$ cat config.mk
export PLATFORM = sky130hd
export DESIGN_NAME = cl_axil_bram_ctrl
export DESIGN_NICKNAME = d
export VERILOG_FILES = /design/src/rtl/cl_axil_bram_ctrl.sv
export SDC_FILE = /design/constraint.sdc
export NUM_CORES = 1
export LEC_CHECK = 0
export CAP_MARGIN = 20
export CORE_UTILIZATION = 47
export DETAILED_ROUTE_END_ITERATION = 8
export PLACE_DENSITY = 0.86
export RECOVER_POWER = 25
export SLEW_MARGIN = 0
export SYNTH_ARGS = -nofsm -noshare
export SYNTH_HDL_FRONTEND = slang
export SYNTH_SLANG_ARGS = --single-unit
$ cat constraint.sdc
create_clock -name clk -period 4.3 [get_ports clk]
set_input_delay 0.43 -clock clk [delete_from_list [all_inputs] [get_ports clk]]
set_output_delay 0.43 -clock clk [all_outputs]
set_load 0.02 [all_outputs]
$ cat src/rtl/cl_axil_bram_ctrl.sv
// AXI4-Lite slave sequencing single-word reads/writes into BRAM port A, round-robin arbitrated.
// Optional byte-strobe support (read-modify-write) when CL_AXIL_BRAM_CTRL_WSTRB_EN is defined.
module cl_axil_bram_ctrl #(
    parameter int unsigned DATA_WIDTH = 32,
    parameter int unsigned ADDR_WIDTH = 8
) (
    input  logic                    clk,
    input  logic                    rst_n,
    input  logic                    s_awvalid,
    output logic                    s_awready,
    input  logic [31:0]             s_awaddr,
    input  logic                    s_wvalid,
    output logic                    s_wready,
    input  logic [DATA_WIDTH-1:0]   s_wdata,
    input  logic [DATA_WIDTH/8-1:0] s_wstrb,
    output logic                    s_bvalid,
    input  logic                    s_bready,
    output logic [1:0]              s_bresp,
    input  logic                    s_arvalid,
    output logic                    s_arready,
    input  logic [31:0]             s_araddr,
    output logic                    s_rvalid,
    input  logic                    s_rready,
    output logic [DATA_WIDTH-1:0]   s_rdata,
    output logic [1:0]              s_rresp,
    output logic                    bram_en,
    output logic                    bram_we,
    output logic [ADDR_WIDTH-1:0]   bram_addr,
    output logic [DATA_WIDTH-1:0]   bram_wdata,
    input  logic [DATA_WIDTH-1:0]   bram_rdata
);

    localparam int unsigned STRB_W = DATA_WIDTH / 8;

    typedef enum logic [3:0] {
        IDLE, WR_CAP, WR_EXEC, WR_RESP, RD_EXEC, RD_WAIT, RD_RESP, RMW_RD, RMW_WAIT
    } state_t;

    state_t                  state;
    logic                    ready_en;
    logic                    rr_ptr;
    logic                    aw_got;
    logic                    w_got;
    logic [ADDR_WIDTH-1:0]   addr_q;
    logic [DATA_WIDTH-1:0]   wdata_q;

    logic                    in_idle_c;
    logic                    wr_req_c;
    logic                    rd_gnt_c;
    logic                    wr_gnt_c;
    logic                    aw_hs_c;
    logic                    w_hs_c;
    logic                    ar_hs_c;
    logic                    wr_go_c;
    logic [ADDR_WIDTH-1:0]   wr_addr_c;
    logic [DATA_WIDTH-1:0]   wr_data_c;
    logic                    unused_addr;

    assign s_bresp = 2'b00;
    assign s_rresp = 2'b00;

    // Readies are decoded from the current state and pending valids so a losing request never handshakes.
    assign in_idle_c = (state == IDLE) && ready_en;
    assign wr_req_c  = s_awvalid && s_wvalid;
    assign rd_gnt_c  = in_idle_c && s_arvalid && (!wr_req_c || rr_ptr);
    assign wr_gnt_c  = in_idle_c && wr_req_c && (!s_arvalid || !rr_ptr);
    assign s_awready = (in_idle_c && !rd_gnt_c) || ((state == WR_CAP) && !aw_got);
    assign s_wready  = (in_idle_c && !rd_gnt_c) || ((state == WR_CAP) && !w_got);
    assign s_arready = in_idle_c && !wr_gnt_c;

    assign aw_hs_c   = s_awvalid && s_awready;
    assign w_hs_c    = s_wvalid && s_wready;
    assign ar_hs_c   = s_arvalid && s_arready;
    assign wr_go_c   = (aw_got || aw_hs_c) && (w_got || w_hs_c);
    assign wr_addr_c = aw_got ? addr_q : s_awaddr[ADDR_WIDTH+1:2];
    assign wr_data_c = w_got ? wdata_q : s_wdata;

    assign unused_addr = ^{s_awaddr[31:ADDR_WIDTH+2], s_awaddr[1:0],
                           s_araddr[31:ADDR_WIDTH+2], s_araddr[1:0]};

`ifdef CL_AXIL_BRAM_CTRL_WSTRB_EN
    logic [STRB_W-1:0]       wstrb_q;
    logic [STRB_W-1:0]       wr_strb_c;
    logic [DATA_WIDTH-1:0]   merged_c;

    assign wr_strb_c = w_got ? wstrb_q : s_wstrb;

    // Strobed bytes from the captured write data, the rest from the word just read back.
    always_comb begin
        merged_c = bram_rdata;
        for (int unsigned i = 0; i < STRB_W; i++) begin
            if (wstrb_q[i]) begin
                merged_c[8*i +: 8] = wdata_q[8*i +: 8];
            end
        end
    end
`else
    logic                    unused_strb;
    assign unused_strb = ^s_wstrb;
`endif

    always_ff @(posedge clk or negedge rst_n) begin
        if (!rst_n) begin
            state      <= IDLE;
            ready_en   <= 1'b0;
            rr_ptr     <= 1'b0;
            aw_got     <= 1'b0;
            w_got      <= 1'b0;
            addr_q     <= '0;
            wdata_q    <= '0;
            bram_en    <= 1'b0;
            bram_we    <= 1'b0;
            bram_addr  <= '0;
            bram_wdata <= '0;
            s_bvalid   <= 1'b0;
            s_rvalid   <= 1'b0;
            s_rdata    <= '0;
`ifdef CL_AXIL_BRAM_CTRL_WSTRB_EN
            wstrb_q    <= '0;
`endif
        end else begin
            ready_en <= 1'b1;
            bram_en  <= 1'b0;
            bram_we  <= 1'b0;
            unique case (state)
                IDLE, WR_CAP: begin
                    if (ar_hs_c) begin
                        rr_ptr    <= ~rr_ptr;
                        bram_en   <= 1'b1;
                        bram_addr <= s_araddr[ADDR_WIDTH+1:2];
                        state     <= RD_EXEC;
                    end else if (wr_go_c) begin
                        rr_ptr    <= ~rr_ptr;
                        aw_got    <= 1'b0;
                        w_got     <= 1'b0;
                        addr_q    <= wr_addr_c;
                        wdata_q   <= wr_data_c;
                        bram_addr <= wr_addr_c;
`ifdef CL_AXIL_BRAM_CTRL_WSTRB_EN
                        wstrb_q   <= wr_strb_c;
                        if (wr_strb_c == '1) begin
                            bram_en    <= 1'b1;
                            bram_we    <= 1'b1;
                            bram_wdata <= wr_data_c;
                            state      <= WR_EXEC;
                        end else if (wr_strb_c == '0) begin
                            state      <= WR_EXEC;
                        end else begin
                            bram_en    <= 1'b1;
                            state      <= RMW_RD;
                        end
`else
                        bram_en    <= 1'b1;
                        bram_we    <= 1'b1;
                        bram_wdata <= wr_data_c;
                        state      <= WR_EXEC;
`endif
                    end else begin
                        // Half a write: hold whichever channel arrived first.
                        if (aw_hs_c) begin
                            aw_got <= 1'b1;
                            addr_q <= wr_addr_c;
                        end
                        if (w_hs_c) begin
                            w_got   <= 1'b1;
                            wdata_q <= wr_data_c;
`ifdef CL_AXIL_BRAM_CTRL_WSTRB_EN
                            wstrb_q <= wr_strb_c;
`endif
                        end
                        if (aw_hs_c || w_hs_c) begin
                            state <= WR_CAP;
                        end
                    end
                end
`ifdef CL_AXIL_BRAM_CTRL_WSTRB_EN
                RMW_RD: begin
                    state <= RMW_WAIT;
                end
                RMW_WAIT: begin
                    bram_en    <= 1'b1;
                    bram_we    <= 1'b1;
                    bram_wdata <= merged_c;
                    state      <= WR_EXEC;
                end
`endif
                WR_EXEC: begin
                    s_bvalid <= 1'b1;
                    state    <= WR_RESP;
                end
                WR_RESP: begin
                    if (s_bready) begin
                        s_bvalid <= 1'b0;
                        state    <= IDLE;
                    end
                end
                RD_EXEC: begin
                    state <= RD_WAIT;
                end
                RD_WAIT: begin
                    s_rdata  <= bram_rdata;
                    s_rvalid <= 1'b1;
                    state    <= RD_RESP;
                end
                RD_RESP: begin
                    if (s_rready) begin
                        s_rvalid <= 1'b0;
                        state    <= IDLE;
                    end
                end
                default: begin
                    state <= IDLE;
                end
            endcase
        end
    end

endmodule
==> summary.md <==
| Metric | Value |
|---|---|
| Status | finished with violations |
| Failing checks | capacitance limit, slew limit |
| Post-DP HPWL | roughly 8.4 mm |
| Final setup TNS | 0 ns |
| Total CTS buffers | 17 |
| Area grow syn2layout | 41.9% |
| H-tree levels | 4 |
| Total global routing overflow | 0 |
| Min Tclk post-route | 2.95 ns |
| Number of primary I/O pins | 222 |
| Die footprint | 12200 µm² |
| Share of post-route cells with drive strength above 1 | a little over a third |
| Most frequent cells in the layout | 163 x clkdlybuf4s50_1, 153 x mux2_2, 122 x dfrtp_1 |
| Largest net degree at the start of global routing | between 50 and 60 |
| Sink Count | approximately 120 |
| Initial antenna violation count | 0 |
| # diodes | 0 |
| IO Port Bufs | 165 |
| Hold path depth | 1 |
| Post-synth EDFFs | 0 |
| Post-route cell area | approximately 7900 µm² |
| Syn. warnings | 0 |
| Critical path fanouts, max | 10 |
| Vias | roughly 3700 |
| CTS tree | built |
| Dpl cell area | around 7300 µm² |
| Sequential fraction of the synthesis area | 55.6% |
| Final setup viols | 0 |
| Largest cells by area after synthesis | dfrtp_1 56%, mux2_2 31%, mux2_1 1.4% |
| CP cell instances | dlygate4sd3_1 -> nand3b_1 -> a211oi_1 -> a21oi_1 -> nor2_1 -> clkdlybuf4s50_1 |
| DRT Pass-1 Iters | 4 |
| Vias in the first global route | 4126 |
| Worst slew margin | -81.3% |
| Min-delay worst type | register to register |
| Max_cap viols | 1 |
| Row cnt | 39 |
| First-pass GRT wire length | around 21 mm |
| Clk pin slew, worst setup/hold paths | approximately 0.050 ns |
| Post-CTS Setup Bufs | 0 |
| Setup Crit Path Kind | primary input to primary output |
| CTS resizes | 0 |
| DR vias/cell | about 5.3 |
| Worst-Margin Slew | around 2.7 ns |
| Fin crit share | 68.5% |
| Fillers | between 700 and 800 |
| Synth unique cells | just over 40 |
| RSZ-0062 raised after global routing | false |
| DIE WIDTH | 111 µm |
| CP max stage delay | ~0.76 ns |
| Syn_area_per_cell | between 10 and 15 µm² |
| Top-area cell type share of the netlist area | 55.6% |
| Worst vdd rail ir drop | between 400 and 500 µV |
| Startpoint Class | primary input |
| Cell Count, Final, Fillers Out | between 700 and 800 |
| Final Skew | a little over 0.008 ns |
| WL per Instance | 17.5 µm |
| Clk_lat worst skew | 0.41 ns |
| Critical path data required time | a little under 4 ns |
| Async set-reset flop share out of synthesis | between 90% and 100% |
| Ys flop type | dfrtp_1 |
| PwrDens | around 820 nW/µm² |
| Die Span Y | between 100 and 150 µm |
| LEAKAGE | 0.00321 µW |
| Hold Fails Final Rpt | 0 |
| Slew Limit Fails | 53 |
| # DRC | 0 |
| Total core area | 11500 µm² |
| Critical path endpoint category | primary output |
| Clk root buf | clkbuf_16 |
| Cells after Synth | between 300 and 400 |
| Synth area leader | dfrtp_1 |
| Maximum clock frequency | ~340 MHz |
| Layout Nets | between 600 and 700 |
| Tot GR Track Use | between 20% and 30% |
| Reg2Reg Depth | 5 |
| Routed WL | about 12 mm |
| Commonest non-fill, non-tap cell in the layout | clkdlybuf4s50_1 |
| Hold_buf cts | 0 |
| Dpl cells | approximately 670 |
| Clk buf depth | 2 |
| Initial Utilization | roughly half |
| Crit path max-delay cell type | dlygate4sd3_1 |
| Post-synthesis cell area | approximately 5500 µm² |
| Routability cong. | 0.820 |
| Crit path DAT | approximately 2.5 ns |
| Post-layout util | about two thirds |
| FF+latch count, synth | approximately 120 |
| Detail Route Antenna Nets | 0 |
| DRT iter0 DRCs | between 100 and 150 |
state kept, by name, summed over array words and instances, names as in the netlist:
register / flops
state: 3
aw_got: 1
s_bvalid: 1
bram_wdata: 32
s_rdata: 32
wdata_q: 32
ready_en: 1
s_rvalid: 1
rr_ptr: 1
bram_en: 1
w_got: 1
bram_addr: 8
bram_we: 1
addr_q: 8
synthesized netlist by cell type (all sizes together), types with 2 or more instances:
| master | instances |
|---|---|
| mux2 | 160 |
| dfrtp | 123 |
| buf | 20 |
| a21oi | 10 |
| clkbuf | 7 |
| o21ai | 7 |
| nor2 | 6 |
| nand2 | 5 |
| nor2b | 4 |
| a211oi | 3 |
| inv | 3 |
| nand3b | 3 |
| nor3 | 3 |
| nor4 | 3 |
| o211ai | 3 |
| and3b | 2 |
| conb | 2 |
| nand2b | 2 |
| o22ai | 2 |
| or2 | 2 |
per-layer routing:
layer  GRT usage (%)  up-vias  share of wire (%)
li1                -     1700                  -
met4            7.91        0                1.5
met3            7.79       17                6.7
met1            25.0     1877                 40
met2            36.5      125                 51
met5               0        -                  0
area by class of cell:
| class | count | area [µm²] | share of cell area, % |
|---|---|---|---|
| Clock buffer | 17 | 425 | 5.41 |
| Tap cell | 143 | 179 | 2.28 |
| Inverter | 3 | 11.3 | 0.143 |
| Multi-Input combinational cell | 231 | 2300 | 29.2 |
| Sequential cell | 123 | 3080 | 39.2 |
| Clock inverter | 14 | 173 | 2.20 |
| Timing Repair Buffer | 172 | 1700 | 21.6 |
report_power, final:
group | internal, µW | total [µW] | switching (µW)
registers | 1760 | 2170 | 419
clock network | 910 | 1430 | 525
logic | 1620 | 2860 | 1240
critical path: cells and delay by family:
family          cells  cell delay, ns
compound gates      2            0.34
buf+inv             2            1.37
simple gates        2            0.36
through the flow:
| step | setup WS, ns | total power (µW) | hold slack, ns |
|---|---|---|---|
| finish | 1.35 | 6470 | 0.486 |
| global route | 0.932 | 6830 | 0.502 |
| CTS | 1.44 | 6540 | 0.0679 |
| detailed placement | 1.40 | 5070 | 0.476 |
| global placement | 1.46 | 4940 | 0.461 |
| floorplan | 2.29 | 3920 | 0.134 |
path summary, 6_finish.rpt:
check                           slack [ns]                          to                    from
worst max-delay path                  1.35                    s_wready               s_awvalid
min in group asynchronous             0.87  bram_wdata[10]$_DFFE_PN0P_                   rst_n
worst max register to register        1.67     wdata_q[26]$_DFFE_PN0P_    state[0]$_DFFE_PN0P_
worst min register to register        0.49      wdata_q[2]$_DFFE_PN0P_  wdata_q[2]$_DFFE_PN0P_
worst min-delay path                  0.49      wdata_q[2]$_DFFE_PN0P_  wdata_q[2]$_DFFE_PN0P_
max in group asynchronous             1.55           w_got$_DFFE_PN0P_                   rst_n
cell families (layout without fill, tap and decap cells):
logic type	count (synthesis)	after routing	synth area share, %
AO/OA/AOI/OAI	33	33	4.22
other	2	5	0.136
buffers and inverters	30	206	3.30
XOR/XNOR	1	1	0.158
flip-flops	123	123	55.6
multiplexers	161	161	32.7
AND/OR/NAND/NOR	31	31	3.91
Power figures use the tool's default switching activity.
